### config.mk
export PLATFORM = sky130hd
export DESIGN_NAME = mio_bus_ctrl_flat
export DESIGN_NICKNAME = d
export VERILOG_FILES = /design/src/rtl/mio_pkg.sv /design/src/rtl/mio_bus_ctrl_if.sv /design/src/rtl/mio_addr_dec.sv /design/src/rtl/mio_bus_ctrl.sv /design/src/flat_wrapper.sv
export SDC_FILE = /design/constraint.sdc
export NUM_CORES = 1
export LEC_CHECK = 0
export ABC_AREA = 1
export CORE_UTILIZATION = 29
export CTS_BUF_LIST = sky130_fd_sc_hd__clkbuf_8
export DETAILED_ROUTE_END_ITERATION = 7
export HOLD_SLACK_MARGIN = 0.1
export PLACE_DENSITY = 0.59
export SLEW_MARGIN = 20
export SYNTH_ARGS = -nofsm -noshare
export SYNTH_HDL_FRONTEND = slang
export SYNTH_SLANG_ARGS = --single-unit
### constraint.sdc
create_clock -name clk -period 1.6 [get_ports clk]
set_input_delay 0.32 -clock clk [delete_from_list [all_inputs] [get_ports clk]]
set_output_delay 0.32 -clock clk [all_outputs]
set_load 0.01 [all_outputs]
### src/rtl/mio_pkg.sv
// Shared types and constants for the CPU memory/IO bus controller.
// Device index map, FSM encoding and the wait-counter sizing helper.
package mio_pkg;

   typedef enum logic [1:0] {
      IDLE   = 2'd0,
      ACCESS = 2'd1,
      DONE   = 2'd2,
      ERR    = 2'd3
   } mio_state_e;

   localparam int MIO_ADDR_W = 32;
   localparam int MIO_DATA_W = 32;

   localparam int DEV_RAM  = 0;
   localparam int DEV_GPIO = 1;
   localparam int DEV_CNT  = 2;
   localparam int DEV_VGA  = 3;

   // Enough bits to hold TIMEOUT-1; a disabled timeout still needs one bit.
   function automatic int cnt_width(input int timeout);
      int w;
      w = $clog2(timeout + 1);
      return (w < 1) ? 1 : w;
   endfunction

endpackage

### src/rtl/mio_bus_ctrl_if.sv
// CPU-side and device-side signals of the memory/IO bus controller.
// master: the controller itself; slave: the CPU core plus the attached devices.
interface mio_bus_ctrl_if
   import mio_pkg::*;
#(
   parameter int ADDR_W  = MIO_ADDR_W,
   parameter int DATA_W  = MIO_DATA_W,
   parameter int NUM_DEV = 4
);
   logic                      cpu_req;
   logic                      cpu_we;
   logic [ADDR_W-1:0]         cpu_addr;
   logic [DATA_W-1:0]         cpu_wdata;
   logic [DATA_W-1:0]         cpu_rdata;
   logic                      cpu_ack;
   logic                      cpu_err;
   logic                      cpu_mio;
   logic [NUM_DEV-1:0]        dev_sel;
   logic                      dev_we;
   logic [ADDR_W-1:0]         dev_addr;
   logic [DATA_W-1:0]         dev_wdata;
   logic [NUM_DEV*DATA_W-1:0] dev_rdata;
   logic [NUM_DEV-1:0]        dev_ready;

   modport master (
      input  cpu_req, cpu_we, cpu_addr, cpu_wdata, dev_rdata, dev_ready,
      output cpu_rdata, cpu_ack, cpu_err, cpu_mio,
      output dev_sel, dev_we, dev_addr, dev_wdata
   );

   modport slave (
      output cpu_req, cpu_we, cpu_addr, cpu_wdata, dev_rdata, dev_ready,
      input  cpu_rdata, cpu_ack, cpu_err, cpu_mio,
      input  dev_sel, dev_we, dev_addr, dev_wdata
   );
endinterface

### src/rtl/mio_addr_dec.sv
// Device decode: range-checks the top address field and builds the one-hot select.
module mio_addr_dec #(
   parameter int NUM_DEV   = 4,
   parameter int DEV_SEL_W = 4
) (
   input  logic [DEV_SEL_W-1:0] idx,
   output logic                 mapped,
   output logic [NUM_DEV-1:0]   onehot
);

   // Range check and one-hot expansion of the device index.
   always_comb begin
      mapped = (int'(idx) < NUM_DEV);
      onehot = '0;
      for (int i = 0; i < NUM_DEV; i++) begin
         onehot[i] = mapped && (int'(idx) == i);
      end
   end

endmodule

### src/rtl/mio_bus_ctrl.sv
// Multi-slave memory/IO bus controller: device decode, wait states until the
// selected slave is ready, timeout and unmapped-access error reporting.
module mio_bus_ctrl
   import mio_pkg::*;
#(
   parameter int ADDR_W    = MIO_ADDR_W,
   parameter int DATA_W    = MIO_DATA_W,
   parameter int NUM_DEV   = 4,
   parameter int DEV_SEL_W = 4,
   parameter int TIMEOUT   = 15
) (
   input logic           clk,
   input logic           reset,
   mio_bus_ctrl_if.master bus
);

   localparam int CNT_W = cnt_width(TIMEOUT);
   localparam logic [CNT_W-1:0] CNT_LAST = CNT_W'((TIMEOUT > 0) ? TIMEOUT - 1 : 0);
   localparam logic [CNT_W-1:0] CNT_MAX  = {CNT_W{1'b1}};

   mio_state_e          state_r;
   logic [CNT_W-1:0]    cnt_r;
   logic [DATA_W-1:0]   cpu_rdata_r;
   logic                cpu_ack_r;
   logic                cpu_err_r;
   logic                cpu_mio_r;
   logic [NUM_DEV-1:0]  dev_sel_r;
   logic                dev_we_r;
   logic [ADDR_W-1:0]   dev_addr_r;
   logic [DATA_W-1:0]   dev_wdata_r;

   logic                mapped_s;
   logic [NUM_DEV-1:0]  onehot_s;
   logic [DATA_W-1:0]   sel_rdata_s;
   logic                sel_ready_s;

   mio_addr_dec #(
      .NUM_DEV   (NUM_DEV),
      .DEV_SEL_W (DEV_SEL_W)
   ) u_addr_dec (
      .idx    (bus.cpu_addr[ADDR_W-1 -: DEV_SEL_W]),
      .mapped (mapped_s),
      .onehot (onehot_s)
   );

   // Read-data mux keyed on the latched one-hot select, so unselected slaves never leak in.
   always_comb begin
      sel_rdata_s = '0;
      for (int i = 0; i < NUM_DEV; i++) begin
         sel_rdata_s = sel_rdata_s | (bus.dev_rdata[i*DATA_W +: DATA_W] & {DATA_W{dev_sel_r[i]}});
      end
   end

   assign sel_ready_s = |(bus.dev_ready & dev_sel_r);

   // Bus FSM; every output is a register updated alongside the state.
   always_ff @(posedge clk or negedge reset) begin
      if (!reset) begin
         state_r     <= IDLE;
         cnt_r       <= '0;
         cpu_rdata_r <= '0;
         cpu_ack_r   <= 1'b0;
         cpu_err_r   <= 1'b0;
         cpu_mio_r   <= 1'b0;
         dev_sel_r   <= '0;
         dev_we_r    <= 1'b0;
         dev_addr_r  <= '0;
         dev_wdata_r <= '0;
      end else begin
         cpu_ack_r <= 1'b0;
         cpu_err_r <= 1'b0;
         case (state_r)
            IDLE: begin
               if (bus.cpu_req) begin
                  dev_addr_r  <= bus.cpu_addr;
                  dev_wdata_r <= bus.cpu_wdata;
                  cnt_r       <= '0;
                  cpu_mio_r   <= 1'b1;
                  if (mapped_s) begin
                     state_r   <= ACCESS;
                     dev_sel_r <= onehot_s;
                     dev_we_r  <= bus.cpu_we;
                  end else begin
                     state_r <= ERR;
                  end
               end
            end
            ACCESS: begin
               // Ready wins over a timeout landing in the same cycle.
               if (sel_ready_s) begin
                  if (!dev_we_r) begin
                     cpu_rdata_r <= sel_rdata_s;
                  end
                  state_r   <= DONE;
                  dev_sel_r <= '0;
                  dev_we_r  <= 1'b0;
               end else if ((TIMEOUT != 0) && (cnt_r == CNT_LAST)) begin
                  state_r   <= ERR;
                  dev_sel_r <= '0;
                  dev_we_r  <= 1'b0;
               end else if (cnt_r != CNT_MAX) begin
                  cnt_r <= cnt_r + CNT_W'(1'b1);
               end
            end
            DONE: begin
               cpu_ack_r <= 1'b1;
               cpu_mio_r <= 1'b0;
               state_r   <= IDLE;
            end
            ERR: begin
               cpu_ack_r   <= 1'b1;
               cpu_err_r   <= 1'b1;
               cpu_rdata_r <= '0;
               cpu_mio_r   <= 1'b0;
               dev_sel_r   <= '0;
               dev_we_r    <= 1'b0;
               state_r     <= IDLE;
            end
            default: begin
               state_r   <= IDLE;
               cpu_mio_r <= 1'b0;
               dev_sel_r <= '0;
               dev_we_r  <= 1'b0;
            end
         endcase
      end
   end

   assign bus.cpu_rdata = cpu_rdata_r;
   assign bus.cpu_ack   = cpu_ack_r;
   assign bus.cpu_err   = cpu_err_r;
   assign bus.cpu_mio   = cpu_mio_r;
   assign bus.dev_sel   = dev_sel_r;
   assign bus.dev_we    = dev_we_r;
   assign bus.dev_addr  = dev_addr_r;
   assign bus.dev_wdata = dev_wdata_r;

endmodule

### src/flat_wrapper.sv
// flat-port wrapper written by rule: the top's interface ports become plain ports
module mio_bus_ctrl_flat import mio_pkg::*;
#(
   parameter int ADDR_W    = MIO_ADDR_W,
   parameter int DATA_W    = MIO_DATA_W,
   parameter int NUM_DEV   = 4,
   parameter int DEV_SEL_W = 4,
   parameter int TIMEOUT   = 15
)
  (clk, reset, bus_cpu_req, bus_cpu_we, bus_cpu_addr, bus_cpu_wdata, bus_dev_rdata, bus_dev_ready, bus_cpu_rdata, bus_cpu_ack, bus_cpu_err, bus_cpu_mio, bus_dev_sel, bus_dev_we, bus_dev_addr, bus_dev_wdata);
  mio_bus_ctrl_if #(.ADDR_W(ADDR_W), .DATA_W(DATA_W), .NUM_DEV(NUM_DEV)) bus_i ();
  input logic clk;
  input logic reset;
  input wire logic [$bits(bus_i.cpu_req)-1:0] bus_cpu_req;
  input wire logic [$bits(bus_i.cpu_we)-1:0] bus_cpu_we;
  input wire logic [$bits(bus_i.cpu_addr)-1:0] bus_cpu_addr;
  input wire logic [$bits(bus_i.cpu_wdata)-1:0] bus_cpu_wdata;
  input wire logic [$bits(bus_i.dev_rdata)-1:0] bus_dev_rdata;
  input wire logic [$bits(bus_i.dev_ready)-1:0] bus_dev_ready;
  output wire logic [$bits(bus_i.cpu_rdata)-1:0] bus_cpu_rdata;
  output wire logic [$bits(bus_i.cpu_ack)-1:0] bus_cpu_ack;
  output wire logic [$bits(bus_i.cpu_err)-1:0] bus_cpu_err;
  output wire logic [$bits(bus_i.cpu_mio)-1:0] bus_cpu_mio;
  output wire logic [$bits(bus_i.dev_sel)-1:0] bus_dev_sel;
  output wire logic [$bits(bus_i.dev_we)-1:0] bus_dev_we;
  output wire logic [$bits(bus_i.dev_addr)-1:0] bus_dev_addr;
  output wire logic [$bits(bus_i.dev_wdata)-1:0] bus_dev_wdata;
  assign bus_i.cpu_req = bus_cpu_req;
  assign bus_i.cpu_we = bus_cpu_we;
  assign bus_i.cpu_addr = bus_cpu_addr;
  assign bus_i.cpu_wdata = bus_cpu_wdata;
  assign bus_i.dev_rdata = bus_dev_rdata;
  assign bus_i.dev_ready = bus_dev_ready;
  assign bus_cpu_rdata = bus_i.cpu_rdata;
  assign bus_cpu_ack = bus_i.cpu_ack;
  assign bus_cpu_err = bus_i.cpu_err;
  assign bus_cpu_mio = bus_i.cpu_mio;
  assign bus_dev_sel = bus_i.dev_sel;
  assign bus_dev_we = bus_i.dev_we;
  assign bus_dev_addr = bus_i.dev_addr;
  assign bus_dev_wdata = bus_i.dev_wdata;
  mio_bus_ctrl #(.ADDR_W(ADDR_W), .DATA_W(DATA_W), .NUM_DEV(NUM_DEV), .DEV_SEL_W(DEV_SEL_W), .TIMEOUT(TIMEOUT)) u_core (.clk(clk), .reset(reset), .bus(bus_i));
endmodule
After elaboration in Yosys (flattened, before gate mapping)
Index checks and enable logic that the tools add are counted.
Widths: inputs -> output; s select.
{"block": "op_classes", "reduce_logical": 18, "bitwise_logic": 8, "eq_ne": 16, "multipliers": 0, "n_lt_le_gt_ge": 1, "mux": 27, "shifts": 0, "div": 0, "addsub": 1}
{"cell": "$and 32x32->32", "count": 4}
{"cell": "$or 32x32->32", "count": 3}
{"cell": "$mux 32", "count": 2}
{"cell": "$pmux 32 s2", "count": 1}
{"cell": "$mux 4", "count": 8}
{"cell": "$pmux 4 s3", "count": 1}
{"cell": "$eq 4x3->1 const B", "count": 2}
{"cell": "$mux 2", "count": 4}
{"cell": "$ne 2x2->1 const B", "count": 4}
{"cell": "$pmux 4 s2", "count": 1}
{"cell": "$mux 1", "count": 7}
{"cell": "$ne 2x1->1 const B", "count": 3}
{"cell": "$pmux 2 s3", "count": 1}
{"cell": "$reduce_and 2->1", "count": 3}
{"cell": "$reduce_bool 2->1", "count": 3}
{"cell": "$reduce_and 5->1", "count": 1}
{"cell": "$add 4x1->4 const B", "count": 1}
{"cell": "$and 4x4->4", "count": 1}
{"cell": "$eq 2x2->1 const B", "count": 2}
{"cell": "$eq 4x2->1 const B", "count": 1}
{"cell": "$eq 4x4->1 const B", "count": 1}
{"cell": "$logic_and 1x1->1", "count": 4}
{"cell": "$logic_not 4->1", "count": 1}
{"cell": "$lt 4x3->1 const B", "count": 1}
{"cell": "other kinds (11)", "count": 11}
{"block": "word_totals", "inputBits": 200, "ram_bits": 0, "mem_bits_ro": 0, "wordCells": 81, "latchBits": 0, "ff_bits": 110, "mem_count": 0}

Depth between registers and ports, before layout
Gate-level depths: netlist of the first run.
{"block": "logic_depth", "depth_word": 7, "ltp_mapped": 9, "ltp_nobuf": 9}

Hierarchy
A second synthesis of the first run with hierarchy kept.
{"block": "hier_totals", "cells_unflattened": 551, "area_unflattened_um2": 5192.5}
{"mod": "mio_bus_ctrl", "seq_area_each_um2": 2752.6, "area_each_um2": 5137.4, "cells_per_inst": 537, "instances": 1}
{"mod": "mio_addr_dec", "seq_area_each_um2": 0.0, "area_each_um2": 55.1, "cells_per_inst": 14, "instances": 1}

Worst setup path after synthesis of the first run
Ideal clock, no wire load.
{"block": "synth_path", "path_kind": "register -> register", "startpoint": "register u_core.dev_sel_r[3], in the netlist u_core.bus.dev_sel[3]", "endpoint": "register u_core.cpu_rdata_r[0], in the netlist u_core.bus.cpu_rdata[0]", "synth_period_minus_slack_ns": 1.384, "slack_ns": 0.216, "t_arrival_ns": 1.268, "path_buffers": 2, "path_stages_with_launch": 9, "setup_time_ns": 0.117, "required_ns": 1.483, "path_cell_list": "dfrtp_1 -> buf_2 -> nand2_1 -> nand3_1 -> nor2_2 -> nor2_4 -> buf_6 -> nand2_1 -> nand2_1"}
{"block": "synth_via", "elab_chain_len": 5, "word_cells_on_any_way": 9, "classes_between": "eq/ne (1); mux (3); bitwise (3); reduce/logical (2)"}
{"element": "start, declared", "line_no": "mio_bus_ctrl.sv:27", "source": "logic [NUM_DEV-1:0] dev_sel_r;"}
{"element": "start signal, assigned", "line_no": "mio_bus_ctrl.sv:81", "source": "dev_sel_r <= onehot_s;"}
{"element": "$and 32x32->32", "line_no": "mio_bus_ctrl.sv:50", "source": "sel_rdata_s = sel_rdata_s | (bus.dev_rdata[i*DATA_W +: DATA_W] & {DATA_W{dev_sel_r[i]}});"}
{"element": "$or 32x32->32", "line_no": "mio_bus_ctrl.sv:50"}
{"element": "$mux 32", "line_no": "mio_bus_ctrl.sv:91", "source": "if (!dev_we_r) begin"}
{"element": "$mux 32", "line_no": "mio_bus_ctrl.sv:90", "source": "if (sel_ready_s) begin"}
{"element": "$pmux 32 s2", "line_no": "mio_bus_ctrl.sv:72", "source": "case (state_r)"}
{"element": "end signal, assigned", "line_no": "mio_bus_ctrl.sv:92", "source": "cpu_rdata_r <= sel_rdata_s;"}
{"element": "end, declared", "line_no": "mio_bus_ctrl.sv:23", "source": "logic [DATA_W-1:0] cpu_rdata_r;"}
Several ways; a longest one is shown, not always the timed one. The select of a mux whose other input is x is not followed.
A chain may end at the register's enable or synchronous reset.

Final worst setup path of the first run
{"block": "layout_path", "startpoint": "register u_core.dev_sel_r[2], in the netlist u_core.bus.dev_sel[2]", "endpoint": "output bus_dev_sel[2]"}
{"element": "end, declared", "line_no": "flat_wrapper.sv:24", "source": "output wire logic [$bits(bus_i.dev_sel)-1:0] bus_dev_sel;"}
No word-level cell between the ends.

==> results by group, run 1 <==
Critical path
  • Cell family with most CP delay: flip-flops
  • Crit-path max FO: 2
  • Crit path buffers/inverters: 2
  • CP arrival: around 1.2 ns
  • Kind of critical path: reg2out
  • CP Capture Type: primary output
  • CP Cell Sequence: buf_8 > dlygate4sd2_1
  • Worst endpoint required time: about 1.3 ns
  • Critical Path Start Type: flip-flop
  • CP max-delay cell: dfrtp_1
  • Crit-path max cell delay: about 0.42 ns

Layout
  • Area Growth Syn to Fin: 69.0%
  • Final Non-Filler Cells: 1214
  • Filler cells: 1800
  • Antenna Cells: 0
  • Final instance area: between 0.009 and 0.01 sq mm
  • Layout cell share with drive strength beyond 1: between 8 and 9%
  • Nets: around 1200

Pwr
  • Power, Total: between 10 and 15 mW
  • Static leakage: around 4.7 nW
  • Pwr/cell area: around 1500 mW/mm^2
  • Maximum vdd drop: a little under 0.6 mV

CTS
  • Clk Latency, worst-skew pair: roughly 0.39 ns
  • TritonCTS clock tree: built
  • Root buffer cell: clkbuf_8
  • Clock-pin slew on the worst setup and hold paths: 0.12 ns
  • CTS Sinks: 110
  • Clock Tree Buf Depth: 2
  • CTS Buf Count: 9
  • H-tree Lvls: 3

Synthesis
  • Ys async rst share: 100%
  • Mapped Avg Cell Area: between 8 and 9 sq um
  • Top cells by area, synth: dfrtp_1 51%, nand2_1 23%, mux2_1 12%
  • Synth Warn #: 0
  • Share of the synthesized area in the top cell type: 50.8%
  • Post-synth EDFFs: 0
  • Cells after Synth: 660
  • Yosys top cell by area: dfrtp_1
  • Post-Syn Area: 0.00542 sq mm
  • Most numerous cell in the Yosys netlist: nand2_1
  • Most used flip-flop cell after synthesis: dfrtp_1
  • Syn Nets: between 800 and 900
  • #FFs+latches synth: 110
  • Distinct cells, synth: 22
  • Most frequent cells after synthesis: 332 x nand2_1, 110 x dfrtp_1, 74 x nor2_1
  • Sequential-to-total area share from yosys stat: between 50% and 60%

STA
  • Worst setup slack after layout: 0.0668 ns
  • Rel. slew slack: 67.5%
  • Final Setup Violations: 0
  • Post-Route Skew: between 0.01 and 0.015 ns
  • Period minus WS final: between 1.5 and 2 ns
  • Hold Fails Final Rpt: 0
  • Fin. max-slew vios: 0
  • Hold_ws: 0.464 ns
  • Slew @ Worst Pin: roughly 0.49 ns
  • Max frequency: between 600 and 700 MHz
  • Post-route clock period utilization: between 90 and 100%

Route
  • DR vias: 5285
  • DR WL/cell: approximately 16 um
  • Drt drc: 24
  • Antenna-violating nets left: 0
  • Vias per cell: ~4.4
  • WL final: just under 20000 um
  • DRT iter0 DRCs: ~310
  • Pre-Repair DR Iteration Count: 8

Global route
  • Total grt overflow: 0
  • M1 GR Usage: between 20% and 30%
  • Global-route wire length before repair: just under 30000 um
  • Met2 global-route usage: 35.1%
  • Number of global-route vias before repair: between 5000 and 6000
  • Initial antenna violation count: 0
  • Gr usage total: between 20% and 30%
  • GR Util met3: roughly 4.7%
  • Most Crowded Layer GR: met2
  • Largest net degree at the start of global routing: 84

Floorplanning
  • Die W: between 100 and 150 um
  • Die height: around 140 um
  • Die area: around 0.019 sq mm
  • Row Count: between 40 and 50
  • Starting Density: 29.9%
  • # IOs: 304
  • Core Region: 0.0181 sq mm

Worst hold path
  • Hold WC Path Type: in2async

Place
  • Post-DP Area: slightly below 0.009 sq mm
  • Post-Place Setup Slack: -0.414 ns
  • Final HPWL DP: 13800 um
  • GP Congestion: approximately 0.8
  • # port buffers: 303
  • Placed Cells: 1184

Flow run
  • Max Cap Viol: 0

Outcome
  • Failing checks: DRC
  • Outcome: complete, but fails checks
==> worst min-delay path: cells and delay by family <==
family                 cells  cell delay [ns]
buffers and inverters      3             0.98
==> state kept, by name (all words and copies together), names as in the netlist <==
register and flops:
u_core.cnt_r 4, u_core.bus.cpu_err 1, u_core.bus.dev_addr 32, u_core.bus.dev_we 1
u_core.bus.dev_wdata 32, u_core.bus.cpu_ack 1, u_core.bus.cpu_rdata 32, u_core.state_r 2
u_core.bus.cpu_mio 1, u_core.bus.dev_sel 4
==> cells in the final DEF, fill, tap and decap left out, types with 2 or more instances in the layout <==
master           count
inv_2                4
mux2_2               2
mux2_1              60
buf_12               8
nor2_2               2
ha_1                 2
o21ai_0              4
nor2_1              72
nand3_1             11
nor3_1               4
nor2_4               4
nand2_1            325
clkdlybuf4s50_1    198
inv_1               12
clkinv_8             2
buf_4               26
nand2_2             10
clkbuf_2             2
clkbuf_16            2
dfrtp_2              2
dlygate4sd2_1      102
clkinv_4             2
clkbuf_8             9
dfrtp_1            108
==> stage by stage <==
| step | utilization [%] | TNS (ns) |
|---|---|---|
| after detailed placement | 48.6 | -16.50 |
| final | 50.4 | 0 |
| after global placement | 48.6 | -15.85 |
| after CTS | 49.7 | 0 |
| after floorplan | - | 0 |
| after global routing | 50.4 | -0.000760 |
==> layout make-up <==
cell class	count	area [sq um]	area share [%]
clock buffer	9	124	1.35
clock inverter	7	86.3	0.943
inverter	16	60.1	0.656
multi-input combinational	502	2490	27.3
sequential	110	2760	30.1
tap	229	287	3.13
timing repair buffer	341	3350	36.6
==> metal layers <==
| metal | wire [um] | up-vias |
|---|---|---|
| met5 | 0 | - |
| li1 | - | 2688 |
| met2 | 9480 | 178 |
| met3 | 1250 | 12 |
| met1 | 8340 | 2407 |
| met4 | 214 | 0 |
==> final timing paths <==
check	start	endpoint	slack (ns)	cells past startpoint
min in group clk	u_core.bus.cpu_rdata[29]$_DFFE_PN0P_	u_core.bus.cpu_rdata[29]$_DFFE_PN0P_	0.47	2
hold / removal	reset	u_core.bus.dev_addr[9]$_DFFE_PN0P_	0.46	3
setup reg to reg	u_core.bus.dev_sel[1]$_DFFE_PN0P_	u_core.bus.cpu_rdata[12]$_DFFE_PN0P_	0.10	9
max in group asynchronous	reset	u_core.bus.dev_sel[0]$_DFFE_PN0P_	0.71	3
setup / recovery	u_core.bus.dev_sel[2]$_DFFE_PN0P_	bus_dev_sel[2]	0.07	2
hold reg to reg	u_core.bus.cpu_rdata[29]$_DFFE_PN0P_	u_core.bus.cpu_rdata[29]$_DFFE_PN0P_	0.47	2
==> logic make-up after synthesis <==
group / share of synthesized area (%)
flip-flops: 50.8
adder cells (fa/ha/maj): 0.462
AND/OR/NAND/NOR: 30.6
AO/OA/AOI/OAI: 0.947
buffers and inverters: 4.27
multiplexers: 12.9
==> power breakdown <==
group / internal (mW) / switching, mW / total (mW)
Sequential: 4.11 / 0.637 / 4.74
Clock: 0.637 / 1.15 / 1.78
Combinational: 3.61 / 3.77 / 7.38
==> what timing repair did <==
| action | CTS | global route |
|---|---|---|
| resized for setup | 116 | 14 |
| cloned | 2 | 2 |
| pin swaps | 1 | 4 |
| setup endpoints to repair | 136 | 43 |
| hold buffers | 1 | 0 |
| setup buffers | 6 | 3 |
| endpoints found under the hold margin | 110 | 0 |
Power figures use the tool's default switching activity.
==> inputs of run 2 (changes only) <==
--- a/config.mk
+++ b/config.mk
@@ -6,6 +6,7 @@
 export NUM_CORES = 1
 export LEC_CHECK = 0
 export ABC_AREA = 1
+export CORE_MARGIN = 4
 export CORE_UTILIZATION = 29
 export CTS_BUF_LIST = sky130_fd_sc_hd__clkbuf_8
 export DETAILED_ROUTE_END_ITERATION = 7
==> results by group, run 2 (synthesis gave the netlist of run 1 again) <==
Floorplanning
  • # IOs: 304 (unchanged)
  • Die W: 145 um (+4.3%)
  • Starting Density: 29.9% (unchanged)
  • Row Count: 49 (unchanged)
  • Die height: 145 um (+4.3%)
  • Core Region: 0.0181 sq mm (unchanged)
  • Die area: 0.0209 sq mm (+8.8%)

Critical path
  • Crit path buffers/inverters: 3 (+1)
  • Worst R2R Path Depth: 8 (-1)
  • CP Capture Type: flip-flop
  • CP max-delay cell: dfrtp_1
  • CP arrival: 1.86 ns (+0.65 ns)
  • Cell family with most CP delay: flip-flops
  • CP Cell Sequence: inv_2 > nor2_1 > nor2_4 > o21bai_4 > buf_12 > buf_6 > nand2_1 > nand2_1
  • R2r setup slk: 0.06 ns (-0.04 ns)
  • Critical Path Start Type: flip-flop
  • Crit-path max FO: 8 (+6)
  • Kind of critical path: reg2reg
  • Worst endpoint required time: 1.92 ns (+0.64 ns)
  • Crit-path max cell delay: 0.45 ns (+0.03 ns)
  • Most frequent CP cell: nand2_1
  • Critical Path Stages: 8 (+6)

Pwr
  • Power, Total: 13.9 mW (-0.16%)
  • Net Sw Power: 5.59 mW (+0.64%)
  • Sw Share: 40.3% (+0.32 points)
  • Sequential power share: 34.2% (about the same)
  • Combinational fraction of design power: 54.2% (+1.1 points)
  • Static leakage: 4.69 nW (about the same)
  • Pwr/cell area: 1520 mW/mm^2 (+0.25%)
  • Clock power share: 11.6% (-1.2 points)
  • Cell internal pwr: 8.29 mW (-0.70%)
  • Maximum vdd drop: 0.651 mV (+12%)

STA
  • Fin. max-slew vios: 0 (unchanged)
  • Post-route clock period utilization: 96.3% (+0.47 points)
  • Post-Route Skew: 0.0102 ns (-0.000859 ns)
  • Rel. slew slack: 73.1% (+5.6 points)
  • Sum of negative setup slack: 0 ns (unchanged)
  • Period minus WS final: 1.54 ns (+0.00756 ns)
  • Hold Fails Final Rpt: 0 (unchanged)
  • Slew @ Worst Pin: 0.403 ns (-0.0824 ns)
  • Max frequency: 649 MHz (-0.49%)
  • Final Setup Violations: 0 (unchanged)

Global route
  • Total grt overflow: 0 (unchanged)
  • GR Util met3: 4.24% (-0.46 points)
  • Met2 global-route usage: 30.6% (-4.5 points)
  • M1 GR Usage: 23.1% (-2.6 points)
  • Largest net degree at the start of global routing: 63 (-25%)
  • Most Crowded Layer GR: met2
  • Number of global-route vias before repair: 5059 (-1.5%)
  • Gr usage total: 18.0% (-2.5 points)
  • Global-route wire length before repair: 28600 um (-3.8%)
  • Initial antenna violation count: 0 (unchanged)

Route
  • WL final: 20200 um (+4.9%)
  • Antenna-violating nets left: 0 (unchanged)
  • Pre-Repair DR Iteration Count: 4 (-4)
  • Drt drc: 0 (-100%)
  • DR WL/cell: 16.6 um (+4.5%)
  • Vias per cell: 4.35 (about the same)
  • DR vias: 5298 (+0.25%)
  • DRT iter0 DRCs: 164 (-47%)

Outcome
  • Outcome: complete, no violations

CTS
  • Clock Tree Buf Depth: 2 (unchanged)
  • CTS Sinks: 110 (unchanged)
  • CTS Buf Count: 9 (unchanged)
  • Clk Latency, worst-skew pair: 0.38 ns (about the same)
  • Root buffer cell: clkbuf_8
  • Clock-pin slew on the worst setup and hold paths: 0.11 ns (about the same)
  • H-tree Lvls: 3 (unchanged)
  • TritonCTS clock tree: built

Layout
  • Most frequent cells in the layout: 332 x nand2_1, 198 x clkdlybuf4s50_1, 110 x dfrtp_1
  • Area Growth Syn to Fin: 68.3%
  • Nets: 1187 (+0.42%)
  • Antenna Cells: 0 (unchanged)
  • Final Non-Filler Cells: 1218 (+0.33%)
  • Layout cell share with drive strength beyond 1: 7.58% (-0.84 points)
  • Commonest non-fill, non-tap cell in the layout: nand2_1
  • Final core utilization: 50.2% (-0.21 points)

Place
  • Final HPWL DP: 15000 um (+9.1%)
  • GP Congestion: 0.792 (-2.0%)
  • # port buffers: 303 (unchanged)
  • Placed Cells: 1194 (+0.84%)

Worst hold path
  • Hold WC Path Type: in2async

Flow run
  • Max Cap Viol: 0 (unchanged)
## run 2: cell types whose count changed in the layout (fill, tap and decap cells not counted), moves of 2 or more
cell,previous run,this run
buf_4,26,31
clkbuf_2,2,0
clkdlybuf4s15_1,0,2
dfrtp_1,108,110
dfrtp_2,2,0
nand2_1,325,332
nand2_2,10,3
## run 2: what timing repair did
item	CTS	global route
cloned	1	4
setup endpoints to repair	136	35
resized for setup	106	7
buffers inserted	1	2
pin swaps	0	4
hold buffers	1	0
endpoints found under the hold margin	48	0
## run 2: power by group through the flow
stage	sequential [mW]	combinational (mW)	clock [mW]
final	4.75	7.53	1.61
after CTS	4.77	7.07	1.69
after global placement	4.83	7.80	0
after floorplan	5.46	2.77	0
after detailed placement	4.88	7.83	0
after global routing	4.92	8.23	1.81
## run 2: per-layer routing
metal / wire length [um] / vias up / share of wire, %
li1: - / 2696 / -
met1: 8860 / 2398 / 44
met2: 9630 / 190 / 48
met3: 1500 / 14 / 7.4
met4: 231 / 0 / 1.1
met5: 0 / - / 0
## run 2: final timing paths
| check | end | start |
|---|---|---|
| min in group clk | u_core.bus.cpu_rdata[20]$_DFFE_PN0P_ | u_core.bus.cpu_rdata[20]$_DFFE_PN0P_ |
| max in group asynchronous | u_core.bus.cpu_rdata[26]$_DFFE_PN0P_ | reset |
| max reg2reg | u_core.bus.cpu_rdata[23]$_DFFE_PN0P_ | u_core.state_r[0]$_DFFE_PN0P_ |
| min reg2reg | u_core.bus.cpu_rdata[20]$_DFFE_PN0P_ | u_core.bus.cpu_rdata[20]$_DFFE_PN0P_ |
| max | u_core.bus.cpu_rdata[23]$_DFFE_PN0P_ | u_core.state_r[0]$_DFFE_PN0P_ |
| min | u_core.bus.dev_addr[9]$_DFFE_PN0P_ | reset |
## run 2: cell type report
| cell class | instances | area, sq um |
|---|---|---|
| fillers | 1795 | 9030 |
| clock inverters | 6 | 56.3 |
| multi-input cells | 503 | 2480 |
| well taps | 229 | 287 |
| repair buffers | 345 | 3360 |
| flip-flops and latches | 110 | 2750 |
| inverters | 16 | 60.1 |
| clock buffers | 9 | 124 |
## run 2: stage by stage
stage	hold WS (ns)	instance area (sq um)	setup WS, ns
floorplan	0.0244	5420	0.216
global placement	0.199	8900	-0.373
detailed placement	0.201	8900	-0.434
CTS	0.323	8980	0.00715
global route	0.339	9120	-0.00918
finish	0.337	9120	0.0592
==> inputs of run 3 (changes only) <==
--- a/config.mk
+++ b/config.mk
@@ -6,13 +6,14 @@
 export NUM_CORES = 1
 export LEC_CHECK = 0
 export ABC_AREA = 1
+export CAP_MARGIN = 20
 export CORE_MARGIN = 4
 export CORE_UTILIZATION = 29
 export CTS_BUF_LIST = sky130_fd_sc_hd__clkbuf_8
 export DETAILED_ROUTE_END_ITERATION = 7
 export HOLD_SLACK_MARGIN = 0.1
 export PLACE_DENSITY = 0.59
-export SLEW_MARGIN = 20
+export SLEW_MARGIN = 25
 export SYNTH_ARGS = -nofsm -noshare
 export SYNTH_HDL_FRONTEND = slang
 export SYNTH_SLANG_ARGS = --single-unit
==> results of run 3 <==
Final layout, timing and power as in run 2 (identical DEF).
